==> src/rtl/control_sequencer_pkg.sv <==
// Shared opcodes, state encodings and instruction field layout for the accumulator CPU sequencer.
package control_sequencer_pkg;

  localparam int unsigned OPC_W = 6;
  localparam int unsigned K_W   = 8;
  localparam int unsigned K_LSB = 0;

  typedef logic [OPC_W-1:0] opcode_t;

  localparam opcode_t OP_NOP   = 6'h00;
  localparam opcode_t OP_LDA   = 6'h01;
  localparam opcode_t OP_LDB   = 6'h02;
  localparam opcode_t OP_STA   = 6'h03;
  localparam opcode_t OP_STB   = 6'h04;
  localparam opcode_t OP_ADDA  = 6'h05;
  localparam opcode_t OP_ADDB  = 6'h06;
  localparam opcode_t OP_SUBA  = 6'h07;
  localparam opcode_t OP_SUBB  = 6'h08;
  localparam opcode_t OP_ANDA  = 6'h09;
  localparam opcode_t OP_ANDB  = 6'h0A;
  localparam opcode_t OP_ORA   = 6'h0B;
  localparam opcode_t OP_ORB   = 6'h0C;
  localparam opcode_t OP_ADDCA = 6'h0D;
  localparam opcode_t OP_ADDCB = 6'h0E;
  localparam opcode_t OP_SUBCA = 6'h0F;
  localparam opcode_t OP_SUBCB = 6'h10;
  localparam opcode_t OP_ANDCA = 6'h11;
  localparam opcode_t OP_ANDCB = 6'h12;
  localparam opcode_t OP_ORCA  = 6'h13;
  localparam opcode_t OP_ORCB  = 6'h14;
  localparam opcode_t OP_LDCA  = 6'h15;
  localparam opcode_t OP_LDCB  = 6'h16;
  localparam opcode_t OP_ASLA  = 6'h17;
  localparam opcode_t OP_ASRA  = 6'h18;
  localparam opcode_t OP_JMP   = 6'h20;
  localparam opcode_t OP_BEQ   = 6'h21;
  localparam opcode_t OP_BNE   = 6'h22;
  localparam opcode_t OP_BCS   = 6'h23;
  localparam opcode_t OP_BCC   = 6'h24;

  typedef enum logic [1:0] {
    S_FETCH  = 2'd0,
    S_DECODE = 2'd1,
    S_MEMRD  = 2'd2,
    S_EXEC   = 2'd3
  } state_e;

  typedef enum logic [2:0] {
    BrAlways = 3'd0,
    BrZ      = 3'd1,
    BrNz     = 3'd2,
    BrC      = 3'd3,
    BrNc     = 3'd4
  } br_cond_e;

  typedef struct packed {
    logic     is_mem;
    logic     is_const;
    logic     tgt_b;
    logic     wr_reg;
    logic     is_store;
    logic     is_branch;
    br_cond_e br_cond;
  } dec_t;

endpackage

==> src/rtl/control_sequencer_decode.sv <==
// Opcode classifier: which operand source, target register and flow-control condition apply.
module seq_decode
  import control_sequencer_pkg::*;
(
  input  opcode_t opcode,
  output dec_t    dec
);

  always_comb begin
    dec         = '0;
    dec.br_cond = BrAlways;
    unique case (opcode)
      OP_LDA, OP_ADDA, OP_SUBA, OP_ANDA, OP_ORA: begin
        dec.is_mem = 1'b1;
        dec.wr_reg = 1'b1;
      end
      OP_LDB, OP_ADDB, OP_SUBB, OP_ANDB, OP_ORB: begin
        dec.is_mem = 1'b1;
        dec.wr_reg = 1'b1;
        dec.tgt_b  = 1'b1;
      end
      OP_ADDCA, OP_SUBCA, OP_ANDCA, OP_ORCA, OP_LDCA: begin
        dec.is_const = 1'b1;
        dec.wr_reg   = 1'b1;
      end
      OP_ADDCB, OP_SUBCB, OP_ANDCB, OP_ORCB, OP_LDCB: begin
        dec.is_const = 1'b1;
        dec.wr_reg   = 1'b1;
        dec.tgt_b    = 1'b1;
      end
      OP_ASLA, OP_ASRA: dec.wr_reg = 1'b1;
      OP_STA: dec.is_store = 1'b1;
      OP_STB: begin
        dec.is_store = 1'b1;
        dec.tgt_b    = 1'b1;
      end
      OP_JMP: dec.is_branch = 1'b1;
      OP_BEQ: begin
        dec.is_branch = 1'b1;
        dec.br_cond   = BrZ;
      end
      OP_BNE: begin
        dec.is_branch = 1'b1;
        dec.br_cond   = BrNz;
      end
      OP_BCS: begin
        dec.is_branch = 1'b1;
        dec.br_cond   = BrC;
      end
      OP_BCC: begin
        dec.is_branch = 1'b1;
        dec.br_cond   = BrNc;
      end
      default: ;
    endcase
  end

endmodule

==> src/rtl/control_sequencer.sv <==
// Fetch/decode/memory-read/execute sequencer for the 8-bit accumulator CPU; drives the external ALU.
module control_sequencer
  import control_sequencer_pkg::*;
#(
  parameter int unsigned PC_W    = 8,
  parameter int unsigned DATA_W  = 8,
  parameter int unsigned INSTR_W = 16
) (
  input  logic               Clock,
  input  logic               Reset,
  input  logic               iEnable,
  output logic [PC_W-1:0]    oIAddr,
  input  logic [INSTR_W-1:0] iInstr,
  output logic [7:0]         oDAddr,
  output logic               oDWE,
  output logic [DATA_W-1:0]  oDData,
  input  logic [DATA_W-1:0]  iDData,
  output logic [5:0]         oAluOp,
  output logic [DATA_W-1:0]  oAluIn1,
  output logic [DATA_W-1:0]  oAluIn2,
  input  logic [8:0]         iAluOut,
  output logic [DATA_W-1:0]  oRegA,
  output logic [DATA_W-1:0]  oRegB,
  output logic               oCarry,
  output logic               oZero
);

  state_e             state_q, state_d;
  logic [PC_W-1:0]    pc_q, pc_d;
  logic [INSTR_W-1:0] ir_q, ir_d;
  logic [DATA_W-1:0]  opnd_q, opnd_d;
  logic [DATA_W-1:0]  a_q, a_d, b_q, b_d;
  logic               c_q, c_d, z_q, z_d;

  opcode_t            ir_op, dec_op;
  logic [K_W-1:0]     ir_k, in_k;
  dec_t               dec;
  logic [DATA_W-1:0]  opnd, wr_val;
  logic               is_ld, br_taken, dwe;
  logic               unused_ir;

  assign ir_op     = ir_q[INSTR_W-1 -: OPC_W];
  assign ir_k      = ir_q[K_LSB +: K_W];
  assign in_k      = iInstr[K_LSB +: K_W];
  assign unused_ir = ^ir_q[INSTR_W-OPC_W-1:K_W];

  // In S_DECODE the IR is still loading, so classify straight from the ROM word.
  assign dec_op = (state_q == S_DECODE) ? iInstr[INSTR_W-1 -: OPC_W] : ir_op;

  seq_decode u_decode (
    .opcode (dec_op),
    .dec    (dec)
  );

  assign is_ld = (ir_op == OP_LDA) || (ir_op == OP_LDB);
  assign opnd  = dec.is_const ? DATA_W'(ir_k) : opnd_q;

  always_comb begin
    br_taken = 1'b0;
    unique case (dec.br_cond)
      BrAlways: br_taken = 1'b1;
      BrZ:      br_taken = z_q;
      BrNz:     br_taken = !z_q;
      BrC:      br_taken = c_q;
      BrNc:     br_taken = !c_q;
      default:  br_taken = 1'b0;
    endcase
  end

  always_comb begin
    state_d = state_q;
    pc_d    = pc_q;
    ir_d    = ir_q;
    opnd_d  = opnd_q;
    a_d     = a_q;
    b_d     = b_q;
    c_d     = c_q;
    z_d     = z_q;
    oAluOp  = OP_NOP;
    oAluIn1 = '0;
    oAluIn2 = '0;
    oDAddr  = ir_k;
    oDData  = DATA_W'(iAluOut[7:0]);
    wr_val  = '0;
    dwe     = 1'b0;

    unique case (state_q)
      S_FETCH: begin
        if (iEnable) state_d = S_DECODE;
      end
      S_DECODE: begin
        ir_d    = iInstr;
        oDAddr  = in_k;
        state_d = dec.is_mem ? S_MEMRD : S_EXEC;
      end
      S_MEMRD: begin
        opnd_d  = iDData;
        state_d = S_EXEC;
      end
      S_EXEC: begin
        state_d = S_FETCH;
        if (dec.wr_reg || dec.is_store) oAluOp = ir_op;

        if (ir_op == OP_LDCA) begin
          oAluIn1 = DATA_W'(ir_k);
        end else if (ir_op == OP_LDCB) begin
          oAluIn2 = DATA_W'(ir_k);
        end else if (dec.is_store) begin
          if (dec.tgt_b) oAluIn2 = b_q;
          else           oAluIn1 = a_q;
        end else if ((ir_op == OP_ASLA) || (ir_op == OP_ASRA)) begin
          oAluIn1 = a_q;
        end else if (dec.wr_reg && dec.tgt_b) begin
          // B-side ops put the operand first so the ALU yields B - opnd for SUBB.
          oAluIn1 = opnd;
          oAluIn2 = b_q;
        end else if (dec.wr_reg) begin
          oAluIn1 = a_q;
          oAluIn2 = opnd;
        end

        if (dec.wr_reg) begin
          wr_val = is_ld ? opnd_q : DATA_W'(iAluOut[7:0]);
          c_d    = is_ld ? 1'b0 : iAluOut[8];
          z_d    = (wr_val == '0);
          if (dec.tgt_b) b_d = wr_val;
          else           a_d = wr_val;
        end

        dwe  = dec.is_store;
        pc_d = (dec.is_branch && br_taken) ? PC_W'(ir_k) : pc_q + PC_W'(1);
      end
    endcase
  end

  always_ff @(posedge Clock) begin
    if (!Reset) begin
      state_q <= S_FETCH;
      pc_q    <= '0;
      ir_q    <= '0;
      opnd_q  <= '0;
      a_q     <= '0;
      b_q     <= '0;
      c_q     <= 1'b0;
      z_q     <= 1'b0;
    end else begin
      state_q <= state_d;
      pc_q    <= pc_d;
      ir_q    <= ir_d;
      opnd_q  <= opnd_d;
      a_q     <= a_d;
      b_q     <= b_d;
      c_q     <= c_d;
      z_q     <= z_d;
    end
  end

  // A store caught by reset in its execute cycle must not reach memory.
  assign oDWE   = dwe & Reset;
  assign oIAddr = pc_q;
  assign oRegA  = a_q;
  assign oRegB  = b_q;
  assign oCarry = c_q;
  assign oZero  = z_q;

endmodule

==> config.mk <==
export PLATFORM = sky130hd
export DESIGN_NAME = control_sequencer
export DESIGN_NICKNAME = d
export VERILOG_FILES = /design/src/rtl/control_sequencer_pkg.sv /design/src/rtl/control_sequencer_decode.sv /design/src/rtl/control_sequencer.sv
export SDC_FILE = /design/constraint.sdc
export NUM_CORES = 1
export LEC_CHECK = 0
export BUFFER_PORTS_ARGS = -buffer_cell sky130_fd_sc_hd__buf_2
export CORE_MARGIN = 2
export CORE_UTILIZATION = 45
export CTS_CLUSTER_DIAMETER = 80
export DETAILED_ROUTE_END_ITERATION = 6
export PLACE_DENSITY = 0.81
export SLEW_MARGIN = 20
export SYNTH_ARGS = -nofsm -noshare
export SYNTH_HDL_FRONTEND = slang
export SYNTH_SLANG_ARGS = --single-unit
export TNS_END_PERCENT = 30
==> constraint.sdc <==
create_clock -name Clock -period 7.8 [get_ports Clock]
set_input_delay 1.56 -clock Clock [delete_from_list [all_inputs] [get_ports Clock]]
set_output_delay 1.56 -clock Clock [all_outputs]
set_load 0.1 [all_outputs]
==> metrics.txt <==
run status complete, no violations; netlist area before placement 3400 um^2; number of enable-type register cells in the synthesized netlist 0; top cells by area in the synthesized netlist sky130_fd_sc_hd__dfxtp_1, sky130_fd_sc_hd__mux2i_1, sky130_fd_sc_hd__mux2_2, sky130_fd_sc_hd__o211a_1, sky130_fd_sc_hd__nand2_1; Endpoint, Worst Hold oRegB[3]; synthesized netlist net count 422; sort of element at the end of the critical path primary output; area added between synthesis and finish 15.5%; post-route worst setup slack 1560 ps; minimum setup slack among reg-to-reg paths 4230 ps; effective utilization at floorplan 0.466; total leakage power 1.94 nW; count of warnings emitted by yosys 0; r2r endpoint oRegA[7]; Netlist cell types 55; average vias per placed instance 6.03; startpoint of the most critical hold path oRegB[3]; reg-to-reg critical path startpoint state_q[1]; area taken by flip-flops and latches 1000 um^2; area occupied by multi-input gates 2210 um^2; most common library cell in the layout ignoring fill and taps sky130_fd_sc_hd__buf_2; worst hold slack across all endpoints 545 ps; Final TNS setup 0 ps; root cell of the clock tree sky130_fd_sc_hd__clkbuf_8; critical path type in -> out; detailed-routing iteration count for the pre-antenna-repair pass 7; all-layer global routing usage 0.222; async set-or-reset flop fraction in the synthesized netlist 0; leftover overflow at the end of global routing 0; number of diodes added for antenna fixing 0; clock tree from TritonCTS done; number of ports placed on the die boundary 101; via count of the first global-routing pass 2991; class of the tightest hold or removal check reg -> reg; Die X-Extent 90.9 um; Seq cells post-synth 50; routability-driven placement congestion ratio 0.917; startpoint class of the critical path primary input; Layout Nets 495; flip-flop cell with the highest count after synthesis sky130_fd_sc_hd__dfxtp_1; most frequent cells in the layout sky130_fd_sc_hd__buf_2, sky130_fd_sc_hd__dfxtp_1, sky130_fd_sc_hd__nand2_1; Port Buffers 98; Core Region 7290 um^2; row cnt 31; Least-Margin Pin Slew 1100 ps; fraction of post-synthesis cell area in the top cell type by area 0.295; vias post-DR 3327; max-capacitance violation count 0; insertion delay to the later sink of the worst-skew pair 300 ps; Resized cells post-CTS 0; deepest clock path buffer count 2; Wirelength per Cell 16.9 um; number of hold buffers added after CTS 0; CP max FO 11; setup-violating endpoint count in the final report 0; library cell occupying the most area in the post-synthesis netlist sky130_fd_sc_hd__dfxtp_1; maximum clock skew at final layout 3.57 ps; Die H 90.9 um; Crit path arrival time 4680 ps; timing-limited maximum frequency 160 MHz; unrepaired setup endpoints after global routing false; Final Core Density 0.538; share of synthesized area occupied by flip-flops and latches 0.295; DPL Wire Length 6920 um; worst voltage drop across the vdd grid 0.141 mV; number of stages on the worst hold path 1; CTS H-tree depth 2; Post-Place Worst Slack 1580 ps; headroom to the max-slew limit 0.259; Avg Cell Area, Syn 8.94 um^2; number of buffers created by CTS 5; share of the cycle needed by the critical path after routing 0.800; FILL cells 691; DRT Wirelength 9330 um; remaining number of nets flagged by the antenna check after routing 0; Global Route met2 Usage 0.364; critical path required time 6240 ps; Num Clock Sinks 50; total setup buffers inserted after CTS 0; most heavily used metal layer in global routing met2; share of final-layout standard cells stronger than drive strength 1 0.300; DP Cell Count 545; number of endpoints with negative hold slack in the final report 0; Pins Over Slew Limit 0; initial antenna violation count 0; DR iter-0 viols 184; time the worst path needs with I/O delays and setup 6240 ps; number of cells on the worst reg-to-reg path 9; register clock-pin slew on the reported worst setup and hold paths 80 ps; met3 demand-to-capacity share in global routing 0.0367; number of instances in the synthesized netlist 380; GR met1 Demand/Resource 0.302; wire length of the first global-routing pass 15000 um; Die Footprint 8260 um^2; Remaining DRCs 0; final cell count without fillers 552; pin count of the biggest net entering global routing 71; Power Density 339 nW/um^2
-- flip-flops by register name, indices dropped and copies added (netlist names) --
signal   cells
ir_q        14
oCarry       1
oIAddr       8
oRegA        8
oRegB        8
oZero        1
opnd_q       8
state_q      2
-- cell usage after synthesis (2+ instances only) --
cell	count
sky130_fd_sc_hd__dfxtp_1	50
sky130_fd_sc_hd__nand2_1	39
sky130_fd_sc_hd__mux2i_1	29
sky130_fd_sc_hd__mux2_2	19
sky130_fd_sc_hd__and2_1	18
sky130_fd_sc_hd__o211a_1	17
sky130_fd_sc_hd__clkbuf_1	16
sky130_fd_sc_hd__a21oi_1	12
sky130_fd_sc_hd__nor2b_1	12
sky130_fd_sc_hd__o21ai_0	12
sky130_fd_sc_hd__nor2_1	11
sky130_fd_sc_hd__nand3_1	9
sky130_fd_sc_hd__o211ai_1	9
sky130_fd_sc_hd__o21ai_1	9
sky130_fd_sc_hd__a221oi_1	8
sky130_fd_sc_hd__a22oi_1	8
sky130_fd_sc_hd__buf_4	8
sky130_fd_sc_hd__nand3b_1	8
sky130_fd_sc_hd__o31ai_1	8
sky130_fd_sc_hd__and4b_1	7
sky130_fd_sc_hd__and3_1	6
sky130_fd_sc_hd__buf_2	6
sky130_fd_sc_hd__ha_1	6
sky130_fd_sc_hd__a211oi_1	4
sky130_fd_sc_hd__inv_1	4
sky130_fd_sc_hd__nor3_1	4
sky130_fd_sc_hd__nor4_1	4
sky130_fd_sc_hd__nand4_1	3
sky130_fd_sc_hd__o2111ai_1	3
sky130_fd_sc_hd__a21boi_0	2
sky130_fd_sc_hd__buf_6	2
sky130_fd_sc_hd__mux2_4	2
sky130_fd_sc_hd__mux2i_2	2
sky130_fd_sc_hd__nor3b_1	2
-- per-stage QoR --
| stage | power, mW | area (um^2) |
|---|---|---|
| global placement | 1.16 | 3840 |
| floorplan | 1.06 | 3400 |
| finish | 1.33 | 3920 |
| CTS | 1.33 | 3920 |
| global route | 1.41 | 3920 |
| detailed placement | 1.18 | 3840 |
-- where the power goes --
part | total (mW) | switching [mW] | leakage (nW) | internal, mW
clock network | 0.143 | 0.0807 | 0.0383 | 0.0620
logic | 0.830 | 0.588 | 1.50 | 0.243
registers | 0.359 | 0.0631 | 0.406 | 0.295
-- logic make-up (layout without fill, tap and decap cells) --
logic type | after synthesis | count (layout) | share of synthesized area
flip-flops | 50 | 50 | 0.295
XOR/XNOR | 2 | 2 | 0.00516
AND/OR/NAND/NOR | 130 | 130 | 0.211
buffers and inverters | 37 | 110 | 0.0563
adder cells (fa/ha/maj) | 6 | 6 | 0.0221
AO/OA/AOI/OAI | 102 | 102 | 0.239
multiplexers | 53 | 53 | 0.172
-- cell type report --
cell class / instances / share of cell area
repair buffers: 99 / 0.127
flip-flops and latches: 50 / 0.255
multi-input cells: 293 / 0.563
inverters: 4 / 0.00383
clock buffers: 7 / 0.0195
well taps: 99 / 0.0316
-- worst max-delay path by stage --
stage                     startpoint    endpoint  slack (ps)  depth (start not counted)
after floorplan           iInstr[10]  oAluIn1[0]         940                          6
after global placement    iInstr[13]  oAluIn2[1]        1680                          7
after detailed placement  iInstr[13]  oAluIn2[1]        1580                          7
after CTS                 iInstr[13]  oAluIn2[1]        1540                          7
after global routing      iInstr[10]  oAluIn2[1]        1270                          8
final                     iInstr[10]  oAluIn2[1]        1560                          8
-- layer usage --
metal / up-vias / wire, um / share of wire
li1: 1571 / - / -
met1: 1552 / 4080 / 0.44
met2: 190 / 4230 / 0.45
met3: 14 / 861 / 0.092
met4: 0 / 153 / 0.016
met5: - / 0 / 0
-- worst max-delay path, stage by stage --
cell and delay [ps]:
sky130_fd_sc_hd__buf_2 110, sky130_fd_sc_hd__mux2i_1 670, sky130_fd_sc_hd__nor3_1 200, sky130_fd_sc_hd__o2111ai_1 810, sky130_fd_sc_hd__nand2_1 80, sky130_fd_sc_hd__or3_1 490
sky130_fd_sc_hd__o21ai_1 270, sky130_fd_sc_hd__buf_2 470
Note: power is estimated with default switching activity, not from simulation.
